File: src/rtl/decode_pkg.sv
// rtl/decode_pkg.sv - RV32I opcode constants, immediate formats and decoded-entry type
package decode_pkg;

    localparam logic [6:0] OP_LOAD     = 7'h03;
    localparam logic [6:0] OP_MISC_MEM = 7'h0F;
    localparam logic [6:0] OP_IMM      = 7'h13;
    localparam logic [6:0] OP_AUIPC    = 7'h17;
    localparam logic [6:0] OP_STORE    = 7'h23;
    localparam logic [6:0] OP_OP       = 7'h33;
    localparam logic [6:0] OP_LUI      = 7'h37;
    localparam logic [6:0] OP_BRANCH   = 7'h63;
    localparam logic [6:0] OP_JALR     = 7'h67;
    localparam logic [6:0] OP_JAL      = 7'h6F;
    localparam logic [6:0] OP_SYSTEM   = 7'h73;

    typedef enum logic [2:0] {
        FMT_I,
        FMT_S,
        FMT_B,
        FMT_U,
        FMT_J,
        FMT_NONE
    } imm_fmt_e;

    typedef struct packed {
        logic [6:0]  opcode;
        logic [2:0]  funct3;
        logic [6:0]  funct7;
        logic [4:0]  rd;
        logic [4:0]  rs1;
        logic [4:0]  rs2;
        logic [31:0] imm;
        logic        illegal;
    } decoded_t;

    function automatic logic is_legal_opcode(input logic [6:0] op);
        case (op)
            OP_LOAD, OP_MISC_MEM, OP_IMM, OP_AUIPC, OP_STORE, OP_OP,
            OP_LUI, OP_BRANCH, OP_JALR, OP_JAL, OP_SYSTEM: return 1'b1;
            default: return 1'b0;
        endcase
    endfunction

endpackage

File: src/rtl/imm_generator.sv
// rtl/imm_generator.sv - combinational RV32I immediate format select and assembly
module imm_generator
    import decode_pkg::*;
(
    input  logic [31:0] inst,
    output logic [31:0] imm,
    output imm_fmt_e    fmt
);

    always_comb begin
        fmt = FMT_NONE;
        case (inst[6:0])
            OP_LOAD, OP_IMM, OP_JALR, OP_SYSTEM: fmt = FMT_I;
            OP_STORE:                            fmt = FMT_S;
            OP_BRANCH:                           fmt = FMT_B;
            OP_LUI, OP_AUIPC:                    fmt = FMT_U;
            OP_JAL:                              fmt = FMT_J;
            default:                             fmt = FMT_NONE;
        endcase
    end

    always_comb begin
        imm = '0;
        case (fmt)
            FMT_I:   imm = {{20{inst[31]}}, inst[31:20]};
            FMT_S:   imm = {{20{inst[31]}}, inst[31:25], inst[11:7]};
            FMT_B:   imm = {{19{inst[31]}}, inst[31], inst[7], inst[30:25], inst[11:8], 1'b0};
            FMT_U:   imm = {inst[31:12], 12'b0};
            FMT_J:   imm = {{11{inst[31]}}, inst[31], inst[19:12], inst[20], inst[30:21], 1'b0};
            default: imm = '0;
        endcase
    end

endmodule

File: src/rtl/inst_decode_queue.sv
// rtl/inst_decode_queue.sv - FIFO of RV32I instructions decoded at push, head held in a register
module inst_decode_queue
    import decode_pkg::*;
#(
    parameter int DEPTH = 2,
    parameter int XLEN  = 32
) (
    input  logic                       clock,
    input  logic                       reset,
    input  logic                       flush,
    input  logic                       in_valid,
    output logic                       in_ready,
    input  logic [31:0]                in_inst,
    input  logic [XLEN-1:0]            in_pc,
    output logic                       out_valid,
    input  logic                       out_ready,
    output logic [6:0]                 out_opcode,
    output logic [2:0]                 out_funct3,
    output logic [6:0]                 out_funct7,
    output logic [4:0]                 out_rd,
    output logic [4:0]                 out_rs1,
    output logic [4:0]                 out_rs2,
    output logic [31:0]                out_imm,
    output logic [XLEN-1:0]            out_pc,
    output logic                       out_illegal,
    output logic [$clog2(DEPTH+1)-1:0] count
);

    localparam int PW = $clog2(DEPTH);
    localparam int CW = $clog2(DEPTH+1);
    localparam logic [CW-1:0] DEPTH_C = CW'(DEPTH);

    typedef struct packed {
        decoded_t        dec;
        logic [XLEN-1:0] pc;
    } entry_t;

    entry_t          mem [DEPTH];
    entry_t          head_q;
    entry_t          head_next;
    entry_t          new_entry;
    logic [PW-1:0]   wr_ptr;
    logic [PW-1:0]   rd_ptr;
    logic [PW-1:0]   rd_next;
    logic [CW-1:0]   count_q;
    logic [CW-1:0]   count_next;
    logic            do_push;
    logic            do_pop;
    logic [31:0]     gen_imm;
    imm_fmt_e        gen_fmt;

    imm_generator u_imm_generator (
        .inst (in_inst),
        .imm  (gen_imm),
        .fmt  (gen_fmt)
    );

    assign in_ready  = !reset && (count_q < DEPTH_C);
    assign out_valid = (count_q != '0);
    assign do_push   = in_valid && in_ready && !flush;
    assign do_pop    = out_valid && out_ready && !flush;

    always_comb begin
        new_entry             = '0;
        new_entry.dec.opcode  = in_inst[6:0];
        new_entry.dec.funct3  = in_inst[14:12];
        new_entry.dec.funct7  = in_inst[31:25];
        new_entry.dec.rd      = in_inst[11:7];
        new_entry.dec.rs1     = in_inst[19:15];
        new_entry.dec.rs2     = in_inst[24:20];
        new_entry.dec.imm     = (gen_fmt == FMT_NONE) ? '0 : gen_imm;
        new_entry.dec.illegal = !is_legal_opcode(in_inst[6:0]);
        new_entry.pc          = in_pc;
    end

    // The head register is loaded with whatever will sit at the read pointer after this
    // edge; a push landing on that slot is forwarded since the array write is not yet visible.
    always_comb begin
        rd_next    = rd_ptr + PW'(do_pop);
        count_next = count_q + CW'(do_push) - CW'(do_pop);
        head_next  = head_q;
        if (count_next != '0) begin
            head_next = (do_push && (wr_ptr == rd_next)) ? new_entry : mem[rd_next];
        end
    end

    always_ff @(posedge clock) begin
        if (reset) begin
            wr_ptr  <= '0;
            rd_ptr  <= '0;
            count_q <= '0;
            head_q  <= '0;
        end else if (flush) begin
            wr_ptr  <= '0;
            rd_ptr  <= '0;
            count_q <= '0;
        end else begin
            wr_ptr  <= wr_ptr + PW'(do_push);
            rd_ptr  <= rd_next;
            count_q <= count_next;
            head_q  <= head_next;
        end
    end

    always_ff @(posedge clock) begin
        if (do_push) begin
            mem[wr_ptr] <= new_entry;
        end
    end

    assign out_opcode  = head_q.dec.opcode;
    assign out_funct3  = head_q.dec.funct3;
    assign out_funct7  = head_q.dec.funct7;
    assign out_rd      = head_q.dec.rd;
    assign out_rs1     = head_q.dec.rs1;
    assign out_rs2     = head_q.dec.rs2;
    assign out_imm     = head_q.dec.imm;
    assign out_illegal = head_q.dec.illegal;
    assign out_pc      = head_q.pc;
    assign count       = count_q;

endmodule

File: config.mk
export PLATFORM = sky130hd
export DESIGN_NAME = inst_decode_queue
export DESIGN_NICKNAME = d
export VERILOG_FILES = /design/src/rtl/decode_pkg.sv /design/src/rtl/imm_generator.sv /design/src/rtl/inst_decode_queue.sv
export SDC_FILE = /design/constraint.sdc
export NUM_CORES = 1
export LEC_CHECK = 0
export BUFFER_PORTS_ARGS = -buffer_cell sky130_fd_sc_hd__buf_4
export CAP_MARGIN = 20
export CORE_MARGIN = 1
export CORE_UTILIZATION = 45
export DETAILED_ROUTE_END_ITERATION = 12
export PLACE_DENSITY = 0.65
export SETUP_SLACK_MARGIN = 0.3
export SLEW_MARGIN = 20
export SYNTH_ARGS = -nofsm -noshare
export SYNTH_HDL_FRONTEND = slang
export SYNTH_SLANG_ARGS = --single-unit
File: constraint.sdc
create_clock -name clock -period 7.9 [get_ports clock]
set_input_delay 1.185 -clock clock [delete_from_list [all_inputs] [get_ports clock]]
set_output_delay 1.185 -clock clock [all_outputs]
set_load 0.02 [all_outputs]
; ---- Word level (Yosys, flattened, before mapping)
; Memories as Yosys holds them, arrays and structs flattened. A register that Yosys moved wholly into a read port is not among the register bits.
; Index checks and enable logic that the tools add are counted.
[word_totals]
inputBits = 69
memories = 1
wordCells = 48
mem_bits_rw = 194
out_inout_bits = 101
ff_bits = 4
[memory_table]
columns = name, depth, word_bits, read_ports, rd_clocked_by_memory_dff, write_ports, line
row1 = mem, 2, 97, 1, 1, 1, inst_decode_queue.sv:38  ; entry_t mem [DEPTH];
[op_classes]
reduce_logical = 16
eq_ne = 16
n_lt_le_gt_ge = 1
n_mux = 6
n_addsub = 4
bitwise_logic = 1
[op_table]
columns = cell, count
row1 = $pmux 32 s5, 1
row2 = $mux 32, 1
row3 = $eq 7x7->1 const B, 4
row4 = $eq 7x6->1 const B, 3
row5 = $pmux 3 s5, 1
row6 = $eq 7x5->1 const B, 2
row7 = $reduce_or 11->1, 1
row8 = $eq 7x2->1 const B, 1
row9 = $eq 7x4->1 const B, 1
row10 = $eq 3x2->1 const B, 2
row11 = $eq 3x3->1 const B, 2
row12 = $logic_and 1x1->1, 5
row13 = $reduce_bool 2->1, 2
row14 = $reduce_or 2->1, 2
row15 = $reduce_or 4->1, 1
row16 = $eq 3x1->1 const B, 1
row17 = $logic_not 1->1, 3
row18 = $logic_not 3->1, 1
row19 = $mux 1, 3
row20 = $add 1x1->1, 2
row21 = $add 2x1->2, 1
row22 = $lt 2x2->1 const B, 1
row23 = $reduce_and 2->1, 1
row24 = $sub 2x1->2, 1
row25 = $not 1->1, 1

; ---- Logic depth before layout (Yosys ltp)
[depth]
word_depth = 8
mapped_depth = 13
ltp_nobuf = 11

; ---- By module
; Synthesis repeated with hierarchy kept, for this count alone.
[hier_totals]
cells_unflattened = 946
area_unflattened_um2 = 12268.0
[by_module_without_submodules]
columns = module, instances, cells_per_inst, area_each_um2, seq_area_each_um2
row1 = inst_decode_queue, 1, 875, 11746.3, 7847.5
row2 = imm_generator, 1, 71, 521.8, 0.0

; ---- Worst setup path before layout
; Ideal clock, no wire load.
[synth_path]
path_type = input-to-reg
startpoint = in reset
endpoint = mem mem[0][0] in the netlist's numbering, enable pin
required_time_ns = 7.433
setup_time_ns = 0.467
slack_ns = 3.250
arrival_time_ns = 4.183
cell_stages = 3
path_buffers = 1
path_cell_list = clkbuf_1 nor4b_2 ha_1
[synth_between]
elab_chain_cells = 6
[synth_lines]
columns = item, line
row1 = "start, declared", inst_decode_queue.sv:9  ; input logic reset,
row2 = $logic_not 1->1, inst_decode_queue.sv:58  ; assign in_ready = !reset && (count_q < DEPTH_C);
row3 = $logic_and 1x1->1, inst_decode_queue.sv:58
row4 = $logic_and 1x1->1 (2 in a row), inst_decode_queue.sv:60  ; assign do_push = in_valid && in_ready && !flush;
row5 = $mux 1, inst_decode_queue.sv:106  ; if (do_push) begin
row6 = $mux 1 (not written as such), inst_decode_queue.sv:107  ; mem[wr_ptr] <= new_entry;
row7 = "end, declared", inst_decode_queue.sv:38
; Every way passes these cells.

; ---- Worst setup path after layout
[layout_path]
startpoint = in reset
endpoint = reg head_q (netlist bit out_imm[10])
[layout_between]
elab_chain_cells = 8
[layout_lines]
columns = item, line
row1 = $logic_not 1->1, inst_decode_queue.sv:58
row2 = $logic_and 1x1->1, inst_decode_queue.sv:58
row3 = $logic_and 1x1->1 (2 in a row), inst_decode_queue.sv:60
row4 = $add 2x1->2, inst_decode_queue.sv:80  ; count_next = count_q + CW'(do_push) - CW'(do_pop);
row5 = $sub 2x1->2, inst_decode_queue.sv:80
row6 = $reduce_bool 2->1, inst_decode_queue.sv:82  ; if (count_next != '0) begin
row7 = $reduce_and 2->1 (no line), n/a
row8 = "end signal, assigned", inst_decode_queue.sv:101  ; head_q <= head_next;
row9 = "end, declared", inst_decode_queue.sv:39  ; entry_t head_q;
; Parallel ways exist; a longest one is shown, timed or not.
; A chain may end at the register's enable or synchronous reset.

==> metrics.md <==
| Metric | Value |
|---|---|
| FMAX | `0.2177 GHz` |
| Die area | `27250 sq um` |
| Number of port buffers | `169` |
| Gate Count Post-Synth | `950` |
| Relative slew slack | `27.39%` |
| Clock Sinks | `295` |
| Global Route Usage Sum | `20.68%` |
| Async S/R FF share, synth | `0%` |
| Via density | `5.569` |
| Clock Skew | `0.01202 ns` |
| Remaining DRCs | `0` |
| Synth Flop Type | `edfxtp_1` |
| Max-cap violations | `0` |
| Setup TNS | `0 ns` |
| H-Tree Depth | `1` |
| Cell area after synthesis | `11970 sq um` |
| First-pass GRT wire length | `43.45 mm` |
| Peak VDD IR | `0.0001847 V` |
| Yosys top cell area share | `48.68%` |
| Worst hold path class | `reg2reg` |
| WL/cell | `19.51 um` |
| Worst path arrival time | `5.02 ns` |
| Fillers | `2222` |
| CTS tree | `built` |
| Post-CTS Setup Repair Bufs | `0` |
| Util after Layout | `55.13%` |
| Post-DRT Antenna Nets | `0` |
| Commonest cells in the netlist | `edfxtp_1, nand2_1, dfxtp_1` |
| Final setup vio count | `0` |
| Max Slew Vio Count | `0` |
| Post-synth EDFFs | `194` |
| Tmin final | `4.593 ns` |
| RSZ-0062 raised after global routing | `false` |
| Leakage | `0.005517 uW` |
| Clock Power Share | `41.0%` |
| Largest area contributor in the netlist | `edfxtp_1` |
| Flop pwr share | `51.8%` |
| # nets final | `1162` |
| Status | `finished clean` |
| Power per standard cell area | `227.5 nW/um^2` |
| CTS clk-pin slew, worst paths | `0.06 ns` |
| Synth area leaders | `edfxtp_1, dfxtp_1, nor2b_1` |
| Worst skew pair latency | `0.54 ns` |
| CTS Buf Count | `31` |
| Final Hold Viols | `0` |
| Largest net degree at the start of global routing | `84` |
| Seq/Total Area, Yosys | `65.57%` |
| GRT overflow | `0` |
| Maximum buffer depth of the clock tree | `3` |
| Ant. Diodes | `0` |
| CP endpoint kind | `flip-flop` |
| Die Wd | `165.1 um` |
| Switch share | `22.36%` |
| Clock root cell | `clkbuf_16` |
| Post-synth cell types | `54` |
| Die Span Y | `165.1 um` |
| Core area | `26060 sq um` |
| Syn-to-layout area delta | `20.03%` |
| Vias in the first global route | `7823` |
| Top-count cell post-synth | `edfxtp_1` |
| Startpoint type of the worst setup path | `input pin` |
| Synthesized flop and latch total | `295` |
| Reg2Reg Setup Slack | `3.84 ns` |
| Total iterations of the first detailed-routing run | `5` |
| I/O Pins | `170` |
| CP required | `8.33 ns` |
| Sw Pwr | `730.9 uW` |
| Resized cells post-CTS | `0` |
| Starting Density | `45.93%` |
| Crit Path Max Fanout | `38` |
| Post-Syn Nets | `1023` |
| Least-Margin Pin Slew | `1.089 ns` |
| Via Count | `8064` |
| Syn. warnings | `0` |
| DR iter-0 viols | `546` |
| Mean Syn Cell Area | `12.60 sq um` |
| Post-Route WL | `28.25 mm` |
| Fin crit share | `58.14%` |
| Initial antenna violation count | `0` |
| CTS Hold Bufs | `0` |
| Int Power | `2537 uW` |
| Logic gate share of total power | `7.1%` |
| Ratio of cells with drive above 1 in the final layout | `23.99%` |
| Hpwl dp | `16.59 mm` |
| Routability cong. | `0.7805` |
| Worst setup path class | `in2reg` |
| Core Rows | `59` |
-- through the flow --
step / power [uW] / std cells / setup slack [ns] / area, sq um / hold slack [ns]
global placement: 1957 / 1390 / 2.880 / 13400 / 0.4378
finish: 3268 / 1448 / 3.307 / 14370 / 0.4531
detailed placement: 1960 / 1390 / 2.771 / 13400 / 0.4435
CTS: 3295 / 1447 / 3.361 / 14330 / 0.4566
floorplan: 1853 / 950 / 3.250 / 11970 / 0.5334
global route: 3376 / 1448 / 3.033 / 14370 / 0.4763
-- registers in the layout, indices dropped and copies added (netlist names) --
name,count
out_pc,32
out_funct3,3
wr_ptr,1
out_funct7,7
out_rs2,5
out_rd,5
out_illegal,1
mem,194
out_rs1,5
out_imm,32
rd_ptr,1
count,2
out_opcode,7
-- power groups by stage --
stage,registers [uW],logic (uW),clock network [uW]
after detailed placement,1730,234,0
final,1690,234,1340
after CTS,1690,235,1370
after global placement,1730,231,0
after floorplan,1750,105,0
after global routing,1700,254,1430
-- logic make-up (layout without fill, tap and decap cells) --
family / after synthesis / after routing / share of synthesized area (%)
flip-flops: 295 / 295 / 65.57
multiplexers: 30 / 30 / 2.520
XOR/XNOR: 4 / 4 / 0.5959
AND/OR/NAND/NOR: 313 / 313 / 12.36
adder cells (fa/ha/maj): 4 / 4 / 0.4182
AO/OA/AOI/OAI: 217 / 217 / 14.91
buffers and inverters: 87 / 250 / 3.628
-- critical path, cell delays in order --
cell and delay (ns):
buf_4 0.21, nor4b_2 0.80, inv_1 0.10, ha_1 0.32, inv_1 0.06, ha_1 0.14
xor3_1 0.23, nor2_1 0.24, or3_2 0.77, buf_4 0.55, nor3_1 0.12, a221o_1 0.28
-- per-layer routing --
| metal | track usage, % | up-vias | share of wire (%) |
|---|---|---|---|
| li1 | - | 3781 | - |
| met1 | 29.07 | 3981 | 45 |
| met2 | 33.24 | 263 | 47 |
| met3 | 2.972 | 39 | 6.0 |
| met4 | 6.047 | 0 | 2.0 |
| met5 | 0 | - | 0 |
-- path summary, 6_finish.rpt --
path / from / endpoint / depth (start not counted)
hold / removal: out_pc[5]$_SDFFE_PP0P_ / out_pc[5]$_SDFFE_PP0P_ / 2
setup reg to reg: count[1]$_SDFF_PP0_ / out_imm[10]$_SDFFE_PP0P_ / 11
setup / recovery: reset / out_imm[10]$_SDFFE_PP0P_ / 12
hold reg to reg: out_pc[5]$_SDFFE_PP0P_ / out_pc[5]$_SDFFE_PP0P_ / 2
-- final cells by class --
cell class | count | area [sq um] | share of cell area [%]
clock inverter | 14 | 95.09 | 0.6620
inverter | 14 | 52.55 | 0.3658
tap | 335 | 419.2 | 2.918
sequential | 295 | 7848 | 54.63
clock buffer | 43 | 840.8 | 5.853
timing repair buffer | 179 | 1364 | 9.494
multi-input combinational | 568 | 3746 | 26.08
-- cells in the final DEF, fill, tap and decap left out, drive strengths merged, types with 7 or more instances in the layout --
| cell | synthesis | routed |
|---|---|---|
| a21o | 9 | 9 |
| a311o | 11 | 11 |
| nor3 | 8 | 8 |
| buf | 34 | 179 |
| and2 | 10 | 10 |
| clkinv | 0 | 13 |
| a21oi | 30 | 30 |
| dfxtp | 101 | 101 |
| mux2i | 29 | 29 |
| nand2 | 114 | 114 |
| clkbuf | 39 | 43 |
| o31ai | 62 | 62 |
| a211oi | 66 | 66 |
| a32o | 11 | 11 |
| inv | 14 | 14 |
| edfxtp | 194 | 194 |
| nor2b | 70 | 70 |
| nand3 | 7 | 7 |
| nor2 | 83 | 83 |
No activity file was read; power rests on OpenSTA's default activity.
